$ cat src/rtl/rf_param.sv
// Parametrised register file: one write port, two registered read ports, bulk-clear engine.
// Latency: reads return one clk after the enable; clear takes DEPTH cycles plus one done cycle.
// Backpressure: none; writes during a clear are dropped and busy tells the writer to wait.
module rf_param #(
  parameter int DW       = 10,
  parameter int DEPTH    = 4,
  parameter int ZERO_REG = 0,
  localparam int AW      = $clog2(DEPTH)
) (
  input  logic          clk,
  input  logic          rst_n,
  input  logic          we,
  input  logic [AW-1:0] wa,
  input  logic [DW-1:0] wd,
  input  logic          rae,
  input  logic [AW-1:0] raa,
  input  logic          rbe,
  input  logic [AW-1:0] rba,
  input  logic          clr_req,
  output logic [DW-1:0] aout,
  output logic [DW-1:0] bout,
  output logic          busy,
  output logic          clr_done
);

  typedef enum logic [1:0] {IDLE, CLEAR, DONE} state_t;

  // One extra bit so non-power-of-2 depths can be range-checked.
  localparam logic [AW:0]   DEPTH_W = DEPTH[AW:0];
  localparam logic [AW-1:0] LAST    = AW'(DEPTH - 1);

  state_t        state;
  logic [AW-1:0] idx;
  logic [DW-1:0] mem [DEPTH];

  logic          wa_ok;
  logic          wr_acc;
  logic [DW-1:0] a_val;
  logic [DW-1:0] b_val;

  // Value a read port would see this cycle, including same-cycle write bypass.
  function automatic logic [DW-1:0] rd_val(input logic [AW-1:0] x);
    logic [DW-1:0] v;
    v = '0;
    if ({1'b0, x} >= DEPTH_W) begin
      v = '0;
    end else if ((ZERO_REG != 0) && (x == '0)) begin
      v = '0;
    end else if (wr_acc && (wa == x)) begin
      v = wd;
    end else begin
      v = mem[x];
    end
    return v;
  endfunction

  // Decide whether the external write lands and what each read port will capture.
  always_comb begin
    wa_ok  = ({1'b0, wa} < DEPTH_W) && !((ZERO_REG != 0) && (wa == '0));
    wr_acc = we && !busy && wa_ok;
    a_val  = rd_val(raa);
    b_val  = rd_val(rba);
  end

  // Storage: the clear engine owns the array while it runs, otherwise accepted writes land.
  always_ff @(posedge clk or negedge rst_n) begin
    if (!rst_n) begin
      for (int i = 0; i < DEPTH; i++) begin
        mem[i] <= '0;
      end
    end else if (state == CLEAR) begin
      mem[idx] <= '0;
    end else if (wr_acc) begin
      mem[wa] <= wd;
    end
  end

  // Registered read ports; a disabled port holds its last value.
  always_ff @(posedge clk or negedge rst_n) begin
    if (!rst_n) begin
      aout <= '0;
      bout <= '0;
    end else begin
      if (rae) aout <= a_val;
      if (rbe) bout <= b_val;
    end
  end

  // Clear sequencer: walks idx 0..DEPTH-1, then a single done cycle before taking new requests.
  always_ff @(posedge clk or negedge rst_n) begin
    if (!rst_n) begin
      state    <= IDLE;
      idx      <= '0;
      busy     <= 1'b0;
      clr_done <= 1'b0;
    end else begin
      case (state)
        IDLE: begin
          clr_done <= 1'b0;
          if (clr_req) begin
            state <= CLEAR;
            idx   <= '0;
            busy  <= 1'b1;
          end
        end
        CLEAR: begin
          if (idx == LAST) begin
            state    <= DONE;
            idx      <= '0;
            busy     <= 1'b0;
            clr_done <= 1'b1;
          end else begin
            idx <= idx + AW'(1);
          end
        end
        DONE: begin
          state    <= IDLE;
          clr_done <= 1'b0;
        end
        default: begin
          state    <= IDLE;
          idx      <= '0;
          busy     <= 1'b0;
          clr_done <= 1'b0;
        end
      endcase
    end
  end

endmodule

$ cat config.mk
export PLATFORM = sky130hd
export DESIGN_NAME = rf_param
export DESIGN_NICKNAME = d
export VERILOG_FILES = /design/src/rtl/rf_param.sv
export SDC_FILE = /design/constraint.sdc
export NUM_CORES = 1
export LEC_CHECK = 0
export BUFFER_PORTS_ARGS = -buffer_cell sky130_fd_sc_hd__buf_4
export CAP_MARGIN = 25
export CORE_MARGIN = 10
export CORE_UTILIZATION = 60
export DETAILED_ROUTE_END_ITERATION = 6
export PLACE_DENSITY = 0.84
export SLEW_MARGIN = 20
export SYNTH_ARGS = -nofsm -noshare
export SYNTH_HDL_FRONTEND = slang
export SYNTH_SLANG_ARGS = --single-unit
$ cat constraint.sdc
create_clock -name clk -period 3.85 [get_ports clk]
set_input_delay 0.77 -clock clk [delete_from_list [all_inputs] [get_ports clk]]
set_output_delay 0.77 -clock clk [all_outputs]
set_load 0.02 [all_outputs]
==> results.txt <==
- The congestion estimate from routability-driven global placement came to 0.856.
* Slew HR: 0.442
* Total die area: 9510 µm²
* Worst skew pair latency: 0.35 ns
- In the final layout, the share of cells above drive strength 1 is 0.235.
- # rows: 28
- The H-tree was split into 3 levels.
- Clock tree from TritonCTS: built
* Crit share post-route: 0.590
* Number of enable flip-flop cells after synthesis: 0
- Across the routed clock network, the largest skew measured is 0.00937 ns.
- Post-synthesis cell area: 3610 µm²
- CTS root buf: sky130_fd_sc_hd__clkbuf_8
- Of all flip-flops after synthesis, the portion carrying an async set or reset was 1.00.
- After detailed routing, the average wire length per cell comes to 20.1 µm.
- Kind of capture point of the worst setup path: register
- The initial utilization of the core area, before any placement, comes to 0.613.
- In this run, synthesis produced a sequential element count of 66.
- Counting the fill cells in the layout gives 429.
* Data arrival, critical path: 2.47 ns
* Number of distinct standard cells referenced by the synthesized netlist: 26
- Clock period minus final worst setup slack: 2.27 ns
* Number of max-slew violations in the final report: 0
* Final number of setup-violating endpoints: 0
- Number of routed nets with antenna violations: 0
* Number of buffers inserted during clock tree synthesis: 9
* Maximum fanout along the worst path: 22
- In this run the power density over the cells is 654 nW/µm².
- Unrepaired setup endpoints after global routing: false
- The area growth from synthesis to layout is 14.6%.
* Number of buffers added to fix hold violations after cts: 0
* R2r setup slk: 1.58 ns
- Global-route congestion overflow total: 0
* DR pass1 iterations: 5
- Die H: 97.5 µm
* Detail Placement HPWL: 6280 µm
* Leakage power: 0.00207 µW
- Ant diodes: 0
- Per-cell via count in the routed design: 6.38
* Worst reg2reg endpoint: mem[18]$_DFFE_PN0P_
- During I/O placement, the number of pins put on the boundary was 44.
* Startpoint types: register
- Status: finished, final reports clean
* Total length of routed wires: 8690 µm
- After the last flow step, the layout net total stands at 378.
- The worst register-to-register path has a depth of 3.
- Once layout is done, the placed cells without fillers occupy 4130 µm².
* Synth top area cells: sky130_fd_sc_hd__dfrtp_1 (46%), sky130_fd_sc_hd__mux4_2 (12%), sky130_fd_sc_hd__mux2i_1 (11%)
* Clock tree buffer depth: 2
- Average size of a mapped cell: 11.4 µm²
- In the global route stage, overall resource usage came out at 0.183.
* Max IR drop VDD: 0.000337 V
- Launch instance of the worst register-to-register path: busy$_DFFE_PN0P_
- Startpoint-to-endpoint class of the critical path: reg2reg
* Number of antenna violations at the first check in global routing: 0
* Number of I/O port buffers: 43
- Iteration-0 DRC count of the detailed router: 268
- The final number of hold-violating endpoints was 0.
- When the netlist entered floorplanning its net count stood at 343.
- Clock transition at the register clock pins on the worst setup and hold paths after CTS: 0.07 ns
* Post-CTS Resized: 0
* DP Area: 3920 µm²
- The commonest cells after synthesis are sky130_fd_sc_hd__dfrtp_1 (66), sky130_fd_sc_hd__mux2i_1 (41), sky130_fd_sc_hd__nand2_1 (40), sky130_fd_sc_hd__nor2_1 (27), sky130_fd_sc_hd__nand4_1 (22).
- The share of the Yosys chip area taken by registers is 0.458.
- Pin count of the biggest net entering global routing: 67
- Routed vias: 2,756
- In the routed design, unresolved DRC markers number 0.
- During synthesis, Yosys emitted a total of 0 warnings.
- Count of buffers added by post-CTS timing repair for setup: 0
- Timing would allow up to 440 MHz.
- Post-Synthesis Cells: 317
- First-pass GRT wire length: 14,300 µm
* MaxCap Viol Count: 0
* Most instantiated library cell after synthesis: sky130_fd_sc_hd__dfrtp_1
- From left edge to right edge, the die measures 97.5 µm.
* Final setup TNS: 0 ns
- Measured slew at the worst slew-check pin: 0.835 ns
- The tree built by TritonCTS fans out to 66 sinks.
- Worst endpoint required time: 4.05 ns
- The tightest min-delay check is of the in2async type.
* Share of Yosys cell area claimed by the top area cell type: 0.458
- Synth Flop Type: sky130_fd_sc_hd__dfrtp_1
- Biggest area consumer among synthesized cells: sky130_fd_sc_hd__dfrtp_1
* Core Area: 5890 µm²
* Via count of the first global-routing pass: 2,702
sequential cells by signal, summed over array words and instances (netlist names):
| register | count |
|---|---|
| aout | 10 |
| bout | 10 |
| busy | 1 |
| clr_done | 1 |
| idx | 2 |
| mem | 40 |
| state | 2 |
metal layers:
layer / track usage / wire (µm) / vias up / share of wire
met2: 0.289 / 4100 / 124 / 0.47
met3: 0.0441 / 578 / 19 / 0.067
met1: 0.235 / 3820 / 1378 / 0.44
met5: 0 / 0 / - / 0
met4: 0.0783 / 192 / 0 / 0.022
li1: - / - / 1235 / -
worst max-delay path by stage:
stage / startpoint / end / slack (ns) / cells past startpoint
floorplan: wa[0] / mem[30]$_DFFE_PN0P_ / 1.99 / 4
global placement: we / mem[14]$_DFFE_PN0P_ / 1.38 / 4
detailed placement: we / mem[18]$_DFFE_PN0P_ / 1.31 / 4
CTS: busy$_DFFE_PN0P_ / mem[18]$_DFFE_PN0P_ / 1.61 / 3
global route: busy$_DFFE_PN0P_ / mem[18]$_DFFE_PN0P_ / 1.50 / 3
finish: busy$_DFFE_PN0P_ / mem[18]$_DFFE_PN0P_ / 1.58 / 3
where the power goes:
group | total, µW | internal [µW] | switching (µW)
sequential | 1130 | 933 | 193
combinational | 951 | 428 | 523
clock | 626 | 371 | 255
total | 2700 | 1730 | 971
layout make-up:
| type | instances | area (µm²) | share of cell area |
|---|---|---|---|
| clock buffers | 15 | 186 | 0.0451 |
| multi-input cells | 216 | 1790 | 0.432 |
| clock inverters | 1 | 30.0 | 0.00726 |
| well taps | 75 | 93.8 | 0.0227 |
| repair buffers | 44 | 330 | 0.0799 |
| flip-flops and latches | 66 | 1650 | 0.400 |
| inverters | 15 | 56.3 | 0.0136 |
cell usage in the layout (no fill, tap or decap):
cell,n
sky130_fd_sc_hd__inv_1,14
sky130_fd_sc_hd__inv_2,1
sky130_fd_sc_hd__nor2_1,27
sky130_fd_sc_hd__xnor2_1,2
sky130_fd_sc_hd__nor2b_4,1
sky130_fd_sc_hd__ha_1,4
sky130_fd_sc_hd__xor2_1,2
sky130_fd_sc_hd__buf_4,44
sky130_fd_sc_hd__xnor2_2,2
sky130_fd_sc_hd__nand4_1,22
sky130_fd_sc_hd__nand2b_1,2
sky130_fd_sc_hd__nand3b_1,4
sky130_fd_sc_hd__clkbuf_8,13
sky130_fd_sc_hd__a31oi_1,20
sky130_fd_sc_hd__o31ai_1,20
sky130_fd_sc_hd__or4_1,2
sky130_fd_sc_hd__nor2b_1,2
sky130_fd_sc_hd__mux2i_1,41
sky130_fd_sc_hd__o2bb2ai_1,1
sky130_fd_sc_hd__dfrtp_1,66
sky130_fd_sc_hd__nand2_1,40
sky130_fd_sc_hd__clkbuf_1,2
sky130_fd_sc_hd__mux4_2,20
sky130_fd_sc_hd__xor2_2,2
sky130_fd_sc_hd__bufinv_16,1
sky130_fd_sc_hd__a22o_1,2
through the flow:
| step | utilization | total power (µW) | worst slack (ns) | instances | hold WS [ns] |
|---|---|---|---|---|---|
| after floorplan | - | 1750 | 1.99 | 317 | 0.474 |
| after global placement | 0.666 | 2020 | 1.38 | 416 | 0.478 |
| after detailed placement | 0.666 | 2080 | 1.31 | 416 | 0.501 |
| after CTS | 0.702 | 2700 | 1.61 | 432 | 0.518 |
| after global routing | 0.702 | 2850 | 1.50 | 432 | 0.540 |
| final | 0.702 | 2700 | 1.58 | 432 | 0.517 |
worst max-delay path: stages, from the launching register on:
cell and delay (ns):
sky130_fd_sc_hd__dfrtp_1 0.44, sky130_fd_sc_hd__nand2b_1 0.53, sky130_fd_sc_hd__or4_1 0.95, sky130_fd_sc_hd__mux2i_1 0.21
kinds of logic after synthesis:
family | count (synthesis) | share of synthesized area
flip-flops | 66 | 0.458
adder cells (fa/ha/maj) | 4 | 0.0139
XOR/XNOR | 8 | 0.0278
multiplexers | 61 | 0.239
AND/OR/NAND/NOR | 100 | 0.131
buffers and inverters | 35 | 0.0468
AO/OA/AOI/OAI | 43 | 0.0836
Power figures use the tool's default switching activity.
